==> config.mk <==
export PLATFORM = sky130hd
export DESIGN_NAME = tage_spec_ghr
export DESIGN_NICKNAME = d
export VERILOG_FILES = /design/src/rtl/tage_spec_ghr.sv
export SDC_FILE = /design/constraint.sdc
export NUM_CORES = 1
export LEC_CHECK = 0
export CORE_MARGIN = 2
export CORE_UTILIZATION = 65
export DETAILED_ROUTE_END_ITERATION = 6
export PLACE_DENSITY_LB_ADDON = 0.3
export SLEW_MARGIN = 0
export SYNTH_ARGS = -nofsm -noshare
export SYNTH_HDL_FRONTEND = slang
export SYNTH_SLANG_ARGS = --single-unit
==> constraint.sdc <==
create_clock -name clk -period 7.4 [get_ports clk]
set_input_delay 1.48 -clock clk [delete_from_list [all_inputs] [get_ports clk]]
set_output_delay 1.48 -clock clk [all_outputs]
set_load 0.01 [all_outputs]
==> src/rtl/tage_spec_ghr.sv <==
// rtl/tage_spec_ghr.sv - speculative global history with checkpoint/recover and folded indices
module tage_spec_ghr #(
    parameter int GHR_LEN    = 64,
    parameter int NUM_TABLES = 4,
    parameter int L_MIN      = 4,
    parameter int FOLD_W     = 8,
    parameter int CKPT_DEPTH = 8
) (
    input  logic                            clk,
    input  logic                            rst,
    input  logic                            pred_valid,
    input  logic                            pred_taken,
    output logic                            pred_ready,
    output logic [$clog2(CKPT_DEPTH)-1:0]   pred_tag,
    input  logic                            commit_valid,
    input  logic                            recover_valid,
    input  logic [$clog2(CKPT_DEPTH)-1:0]   recover_tag,
    input  logic                            recover_taken,
    output logic                            recover_err,
    output logic [GHR_LEN-1:0]              spec_ghr,
    output logic [NUM_TABLES*FOLD_W-1:0]    fold_idx,
    output logic [$clog2(CKPT_DEPTH):0]     ckpt_count
);
    localparam int TW = $clog2(CKPT_DEPTH);
    localparam int CW = TW + 1;

    logic [GHR_LEN-1:0] ghr_q, ghr_d;
    logic [TW-1:0]      head_q, head_d;
    logic [TW-1:0]      tail_q, tail_d;
    logic [CW-1:0]      count_q, count_d;
    logic               err_q, err_d;
    logic [GHR_LEN-1:0] ckpt_q [CKPT_DEPTH];

    logic               push;
    logic               commit;
    logic [TW-1:0]      rec_dist;
    logic               rec_live;

    // A recovery owns the cycle, so pushes are held off while one is presented.
    assign pred_ready = !rst && (count_q != CW'(CKPT_DEPTH)) && !recover_valid;
    assign push       = pred_valid && pred_ready;
    assign commit     = commit_valid && (count_q != '0);
    // Distance from the oldest live slot; modular wrap comes free from TW-bit arithmetic.
    assign rec_dist   = recover_tag - head_q;
    assign rec_live   = {1'b0, rec_dist} < count_q;

    assign pred_tag    = tail_q;
    assign spec_ghr    = ghr_q;
    assign ckpt_count  = count_q;
    assign recover_err = err_q;

    // Next-state for history, ring pointers, occupancy and the error pulse.
    always_comb begin
        ghr_d   = ghr_q;
        head_d  = head_q;
        tail_d  = tail_q;
        count_d = count_q;
        err_d   = 1'b0;
        if (commit) begin
            head_d = head_q + TW'(1);
        end
        if (recover_valid) begin
            if (rec_live) begin
                // The mispredicted branch stays in flight; everything younger is dropped.
                ghr_d   = {ckpt_q[recover_tag][GHR_LEN-2:0], recover_taken};
                tail_d  = recover_tag + TW'(1);
                count_d = {1'b0, rec_dist} + CW'(1) - CW'(commit);
            end else begin
                err_d   = 1'b1;
                count_d = count_q - CW'(commit);
            end
        end else begin
            if (push) begin
                ghr_d  = {ghr_q[GHR_LEN-2:0], pred_taken};
                tail_d = tail_q + TW'(1);
            end
            count_d = count_q + CW'(push) - CW'(commit);
        end
    end

    // State registers.
    always_ff @(posedge clk) begin
        if (rst) begin
            ghr_q   <= '0;
            head_q  <= '0;
            tail_q  <= '0;
            count_q <= '0;
            err_q   <= 1'b0;
        end else begin
            ghr_q   <= ghr_d;
            head_q  <= head_d;
            tail_q  <= tail_d;
            count_q <= count_d;
            err_q   <= err_d;
        end
    end

    // Checkpoint store: snapshot of the history before each accepted push.
    always_ff @(posedge clk) begin
        if (rst) begin
            for (int s = 0; s < CKPT_DEPTH; s++) begin
                ckpt_q[s] <= '0;
            end
        end else if (push) begin
            ckpt_q[tail_q] <= ghr_q;
        end
    end

    // Per-table folding: XOR of FOLD_W-wide chunks of the youngest L_i bits.
    for (genvar i = 0; i < NUM_TABLES; i++) begin : g_fold
        localparam int LI = L_MIN << i;
        localparam int NC = (LI + FOLD_W - 1) / FOLD_W;
        logic [NC*FOLD_W-1:0] padded;
        logic [FOLD_W-1:0]    acc;

        // Zero-pad the truncated history, then reduce chunk by chunk.
        always_comb begin
            padded         = '0;
            padded[LI-1:0] = ghr_q[LI-1:0];
            acc            = '0;
            for (int k = 0; k < NC; k++) begin
                acc = acc ^ padded[k*FOLD_W +: FOLD_W];
            end
        end

        assign fold_idx[i*FOLD_W +: FOLD_W] = acc;
    end
endmodule
==> results.md, run 1 <==
- Most common cell on crit path: clkdlybuf4s50_1
- Die Wd: 204 um
- PD cells: 304 nW/um2
- Outcome: complete, no violations
- # rows: 73
- Critical Path RT: 5.92 ns
- Ports: 115
- Max Slew Vio Count: 0
- Measured slew at the worst slew-check pin: 1.18 ns
- First-pass GRT wire length: 88100 um
- XOR/XNOR share of the synthesized area: 1.05%
- Largest net degree at the start of global routing: 83
- Multiplexer area fraction after synthesis: 11.2%
- Clock-pin slew on the worst setup and hold paths: 0.06 ns
- Yosys warns: 0
- CP Class: input pin to primary output
- Avg Vias per Cell: 6.23
- Worst-path cell chain: clkdlybuf4s50_1 > nor2_1 > and2_1 > clkdlybuf4s50_1
- Distinct cell type count after synthesis: 49
- Buffers added on ports: 110
- Number of global-route vias before repair: 15500
- H-tree Lvls: 2
- Arr. time, crit path: 3.42 ns
- Share of the synthesized area in the top cell type: 58.3%
- Non-filler instance count after layout: 2369
- Maximum clock frequency: 0.204 GHz
- Final setup viols: 0
- RSZ-0062 raised after global routing: no
- Synth Area in Adders: 0.974%
- CTS buffer count: 57
- DRT Pass-1 Iters: 5
- HPWL Detailed: 29100 um
- Initial antenna violation count: 0
- CORE AREA: 39500 um2
- Routability-driven placement congestion ratio: 0.833
- Period minus WS final: 4.90 ns
- Clk_lat worst skew: 0.61 ns
- Hold_buf cts: 0
- Hold Fails Final Rpt: 0
- Dominant synthesized flop cell: edfxtp_1
- Via count: 14800
- WL per Instance: 23.9 um
- Post-CTS Resized: 0
- Sequential fraction of the synthesis area: 64.1%
- DR iter-0 viols: 1279
- Top post-synthesis cells by count: and2_1 (505), edfxtp_1 (504), nor2_1 (136)
- Initial Util: 65.6%
- Critical-path maximum fanout: 20
- Die area: 41500 um2
- Synth Instances: 1775
- Leak Pwr: 10.6 nW
- Max rail drop VDD: 0.000217 V
- Area leader, netlist: edfxtp_1
- CTS Sinks: 579
- GRT busiest layer: met2
- Tcrit/Tclk final: 66.3%
- Largest family of logic cells by synthesized area: simple AND/OR/NAND/NOR gates
- Max Cap Violations: 0
- Slowest stage delay, CP: 0.86 ns
- Crit path launch: rst
- Setup bufs post-CTS: 0
- Flops & latches, synth: 579
- Synth area leaders: edfxtp_1 (58%), and2_1 (12%), mux4_2 (11%)
- GRT Overall Usage: 28.2%
- Routed Wire Length: 56500 um
- Ant. Diodes: 0
- Most numerous cell in the Yosys netlist: and2_1
- Met1 Track Usage GR: 37.6%
- Skew final: 0.0153 ns
- Global Route met3 Usage: 3.85%
- Area grow syn2layout: 11.6%
- Hold_sp: head_q[1]
- Synth Area in Compound Gates: 4.43%
- Post-synthesis simple-gate area fraction: 15.1%
- Ys async rst share: 0%
- Share of layout cells above drive strength 1: 13.7%
- Reg-to-reg startpoint: head_q[0]
- DP Cell Count: 2264
- Critical-path top delay cell: clkdlybuf4s50_1
- Worst path top cell family by delay: buffers and inverters
- Met2 Use GR: 47.6%
- CTS root buf: clkbuf_16
- # DRC: 0
- EDFF count, synth: 504
- Startpoint types: input pin
- Worst setup EP type: primary output
- Max Root-Sink Buffers: 3
- Post-layout net count: 1827
- WP buf/inv: 2
- HP Class: flop to flop
- Die Ht: 204 um
- Syn avg cell area: 14.6 um2
- Post-Syn Area: 25900 um2
- Slew HR: 21.3%
- Grt ovf: 0
- DRT antenna net count: 0
- CTS tree: done
- Fin Setup TNS: 0 ns
==> area by class of cell <==
| cell class | instances | area, um2 |
|---|---|---|
| multi-input combinational | 1016 | 8580 |
| timing repair buffer | 126 | 1220 |
| inverter | 18 | 70.1 |
| clock buffer | 82 | 1620 |
| clock inverter | 23 | 183 |
| sequential | 579 | 16600 |
| tap | 525 | 657 |
| fill | 2372 | 10600 |
==> worst paths after layout <==
kind	to	slack, ns	depth (start not counted)
setup / recovery	pred_ready	2.50	4
hold / removal	head_q[1]	0.55	2
setup reg to reg	spec_ghr[24]	3.60	11
hold reg to reg	head_q[1]	0.55	2
==> routing by layer <==
metal / share of wire (%) / vias to the layer above
li1: - / 6495
met1: 39 / 7514
met2: 51 / 653
met3: 7.2 / 102
met4: 2.8 / 0
met5: 0 / -
==> kinds of logic (layout without fill, tap and decap cells) <==
logic type	count (synthesis)	count (layout)
adders and majority gates	19	19
other	1	4
muxes	132	132
xor gates and xnor gates	31	31
DFF	579	579
buffers and inverters	183	249
AOI/OAI and AO/OA	153	153
and+or+nand+nor	677	677
==> through the flow <==
| stage | setup slack (ns) | utilization (%) | hold WS [ns] | cell area, um2 | power, W |
|---|---|---|---|---|---|
| after detailed placement | 1.94 | 68.7 | 0.536 | 27200 | 0.00606 |
| after global placement | 2.08 | 68.7 | 0.528 | 27200 | 0.00600 |
| after global routing | 2.36 | 73.2 | 0.581 | 29000 | 0.00913 |
| after floorplan | 3.11 | - | 0.490 | 26000 | 0.00519 |
| after CTS | 2.53 | 73.2 | 0.557 | 29000 | 0.00883 |
| final | 2.50 | 73.2 | 0.549 | 29000 | 0.00882 |
==> registers in the layout, indices dropped and copies added (netlist names) <==
register and cells:
ckpt_q 504, spec_ghr 64, pred_tag 3, recover_err 1, head_q 3, ckpt_count 4
==> power breakdown <==
part | switching, W | total [W] | internal (W)
registers | 0.000484 | 0.00433 | 0.00384
clock network | 0.00121 | 0.00280 | 0.00159
logic | 0.000847 | 0.00169 | 0.000844
total | 0.00254 | 0.00882 | 0.00628
==> worst min-delay path: cells and delay by family (launching register included) <==
family        cells  cell delay (ns)
flops             1             0.32
mux               1             0.13
simple gates      1             0.05
==> cells in the final DEF, fill, tap and decap left out, drive strengths merged, types with 2 or more instances in the layout <==
| cell type | count |
|---|---|
| conb | 4 |
| nor3 | 2 |
| and2 | 506 |
| a211oi | 4 |
| mux2i | 5 |
| o22ai | 63 |
| inv | 21 |
| a22o | 63 |
| and4 | 2 |
| bufinv | 2 |
| edfxtp | 504 |
| nor4 | 4 |
| fa | 2 |
| o311ai | 3 |
| nand2b | 3 |
| buf | 18 |
| xnor2 | 18 |
| o21bai | 2 |
| ha | 17 |
| mux4 | 126 |
| xor2 | 13 |
| or2 | 8 |
| clkinv | 14 |
| o21ai | 5 |
| a32oi | 2 |
| a21oi | 5 |
| clkdlybuf4s50 | 107 |
| clkinvlp | 4 |
| clkbuf | 83 |
| nand2 | 11 |
| dfxtp | 75 |
| nor2 | 136 |
No activity file was read; power rests on OpenSTA's default activity.
==> run 2, diff against run 1 <==
--- a/config.mk
+++ b/config.mk
@@ -6,7 +6,7 @@
 export NUM_CORES = 1
 export LEC_CHECK = 0
 export CORE_MARGIN = 2
-export CORE_UTILIZATION = 65
+export CORE_UTILIZATION = 55
 export DETAILED_ROUTE_END_ITERATION = 6
 export PLACE_DENSITY_LB_ADDON = 0.3
 export SLEW_MARGIN = 0
==> constraint.sdc (replaced) <==
create_clock -name clk -period 3.99 [get_ports clk]
set_input_delay 0.798 -clock clk [delete_from_list [all_inputs] [get_ports clk]]
set_output_delay 0.798 -clock clk [all_outputs]
set_load 0.01 [all_outputs]
==> results.md, run 2 (same netlist as run 1, synthesis figures left out) <==
- Worst-path cell chain: xor2_1 > xnor2_1 > clkdlybuf4s50_1
- Outcome: finished, violations left
- Max Root-Sink Buffers: 3
- First-pass GRT wire length: 94500 um
- Share of layout cells above drive strength 1: 14.9%
- # rows: 79
- Setup bufs post-CTS: 0
- Maximum clock frequency: 0.302 GHz
- Tcrit/Tclk final: 83.0%
- Routed Wire Length: 61300 um
- GRT Overall Usage: 25.4%
- HP Class: input pin to flop
- Worst setup EP type: primary output
- Post-layout net count: 1857
- Metal3 WL: 3890 um
- Reg with most FFs: ckpt_q
- Slowest stage delay, CP: 0.58 ns
- CTS Sinks: 579
- Clk_lat worst skew: 0.61 ns
- Die Wd: 221 um
- Most frequent cells in the layout: and2_1 (505), edfxtp_1 (504), nor2_1 (136)
- CP Class: flop to primary output
- Largest net degree at the start of global routing: 94
- DR iter-0 viols: 1659
- Initial Util: 55.7%
- Period minus WS final: 3.31 ns
- Buffers added on ports: 110
- Number of flip-flops in the largest register: 504
- Pre-CTS worst setup slack: 0.176 ns
- CORE AREA: 46600 um2
- WP buf/inv: 1
- Measured slew at the worst slew-check pin: 1.04 ns
- PD cells: 563 nW/um2
- Initial antenna violation count: 0
- Fin Setup TNS: 0 ns
- DRT antenna net count: 0
- # DRC: 2
- Clock-pin slew on the worst setup and hold paths: 0.06 ns
- Area grow syn2layout: 14.0%
- Worst path top cell family by delay: XOR/XNOR gates
- Arr. time, crit path: 2.51 ns
- Skew final: 0.00961 ns
- DRT Pass-1 Iters: 7
- Hold_buf cts: 0
- WL per Instance: 24.7 um
- Violated checks: design-rule violations
- H-tree Lvls: 2
- Critical-path maximum fanout: 13
- Max Slew Vio Count: 0
- Final Power: 0.0167 W
- HPWL Detailed: 32200 um
- Startpoint types: flop
- Dpl cell area: 27700 um2
- # fillers: 3344
- Leak Pwr: 10.9 nW
- CTS buffer count: 57
- Post-CTS Resized: 0
- Die Ht: 221 um
- Number of global-route vias before repair: 15700
- Max Used Layer: met4
- Critical Path RT: 3.19 ns
- Routability-driven placement congestion ratio: 0.833
- RSZ-0062 raised after global routing: no
- Commonest non-fill, non-tap cell in the layout: and2_1
- Final non-filler cell area: 29600 um2
- Grt ovf: 0
- Via count: 14900
- M1 WL: 24700 um
- Final setup viols: 0
- CTS tree: done
- Ports: 115
- Die area: 48900 um2
- Avg Vias per Cell: 6.01
- Slew HR: 30.5%
- Slack of the critical path: 0.678 ns
- Max rail drop VDD: 0.000493 V
- DR WL met2: 31200 um
- Critical-path top delay cell: dfxtp_1
- Hold Fails Final Rpt: 0
- Max Cap Violations: 0
- Ant. Diodes: 0
- CTS root buf: clkbuf_16
==> run 2: cell types whose count changed in the layout (fill, tap and decap cells not counted), sizes merged <==
cell      before  now
clkbuf        83   84
buf           18   48
bufinv         2    5
clkinv        14   18
clkinvlp       4    1
inv           21   18
==> run 2: cell type report <==
type	instances	area, um2	share of cell area (%)
Inverter	18	70.1	0.237
Multi-Input combinational cell	1016	8590	29.0
Tap cell	607	759	2.57
Clock inverter	24	249	0.842
Clock buffer	83	1610	5.43
Sequential cell	579	16600	56.3
Timing Repair Buffer	156	1660	5.62
==> run 2: final timing paths <==
kind	endpoint	cells after the start	start	slack (ns)
worst max-delay path	fold_idx[30]	3	spec_ghr[6]	0.68
worst min-delay path	ckpt_count[2]	2	recover_valid	0.52
worst max register to register	ckpt_count[2]	13	ckpt_count[2]	0.98
worst min register to register	head_q[1]	2	head_q[1]	0.54
==> run 2: per-layer routing <==
metal / up-vias / track usage, %
li1: 6577 / -
met5: - / 0
met1: 7719 / 33.5
met2: 543 / 44.2
met4: 0 / 7.10
met3: 96 / 4.01
==> run 2: worst register-to-register path, delay by kind of cell, from the launching register on <==
family          cells  cell delay [ns]
flops               1             0.34
compound gates      3             0.81
xor+xnor            1             0.17
fa+ha+maj           4             1.08
buf+inv             5             0.51
==> run 2: power breakdown <==
part | leakage [nW] | switching, W | internal (W)
Sequential | 5.83 | 0.000793 | 0.00712
Combinational | 4.15 | 0.00172 | 0.00168
Clock | 0.906 | 0.00224 | 0.00310
Total | 10.9 | 0.00475 | 0.0119
==> run 2: metrics by stage <==
stage	std cells	util, %	hold WS [ns]
after floorplan	1778	-	0.490
after global placement	2376	59.5	0.521
after detailed placement	2376	59.5	0.538
after CTS	2483	63.5	0.492
after global routing	2483	63.5	0.519
final	2483	63.5	0.521
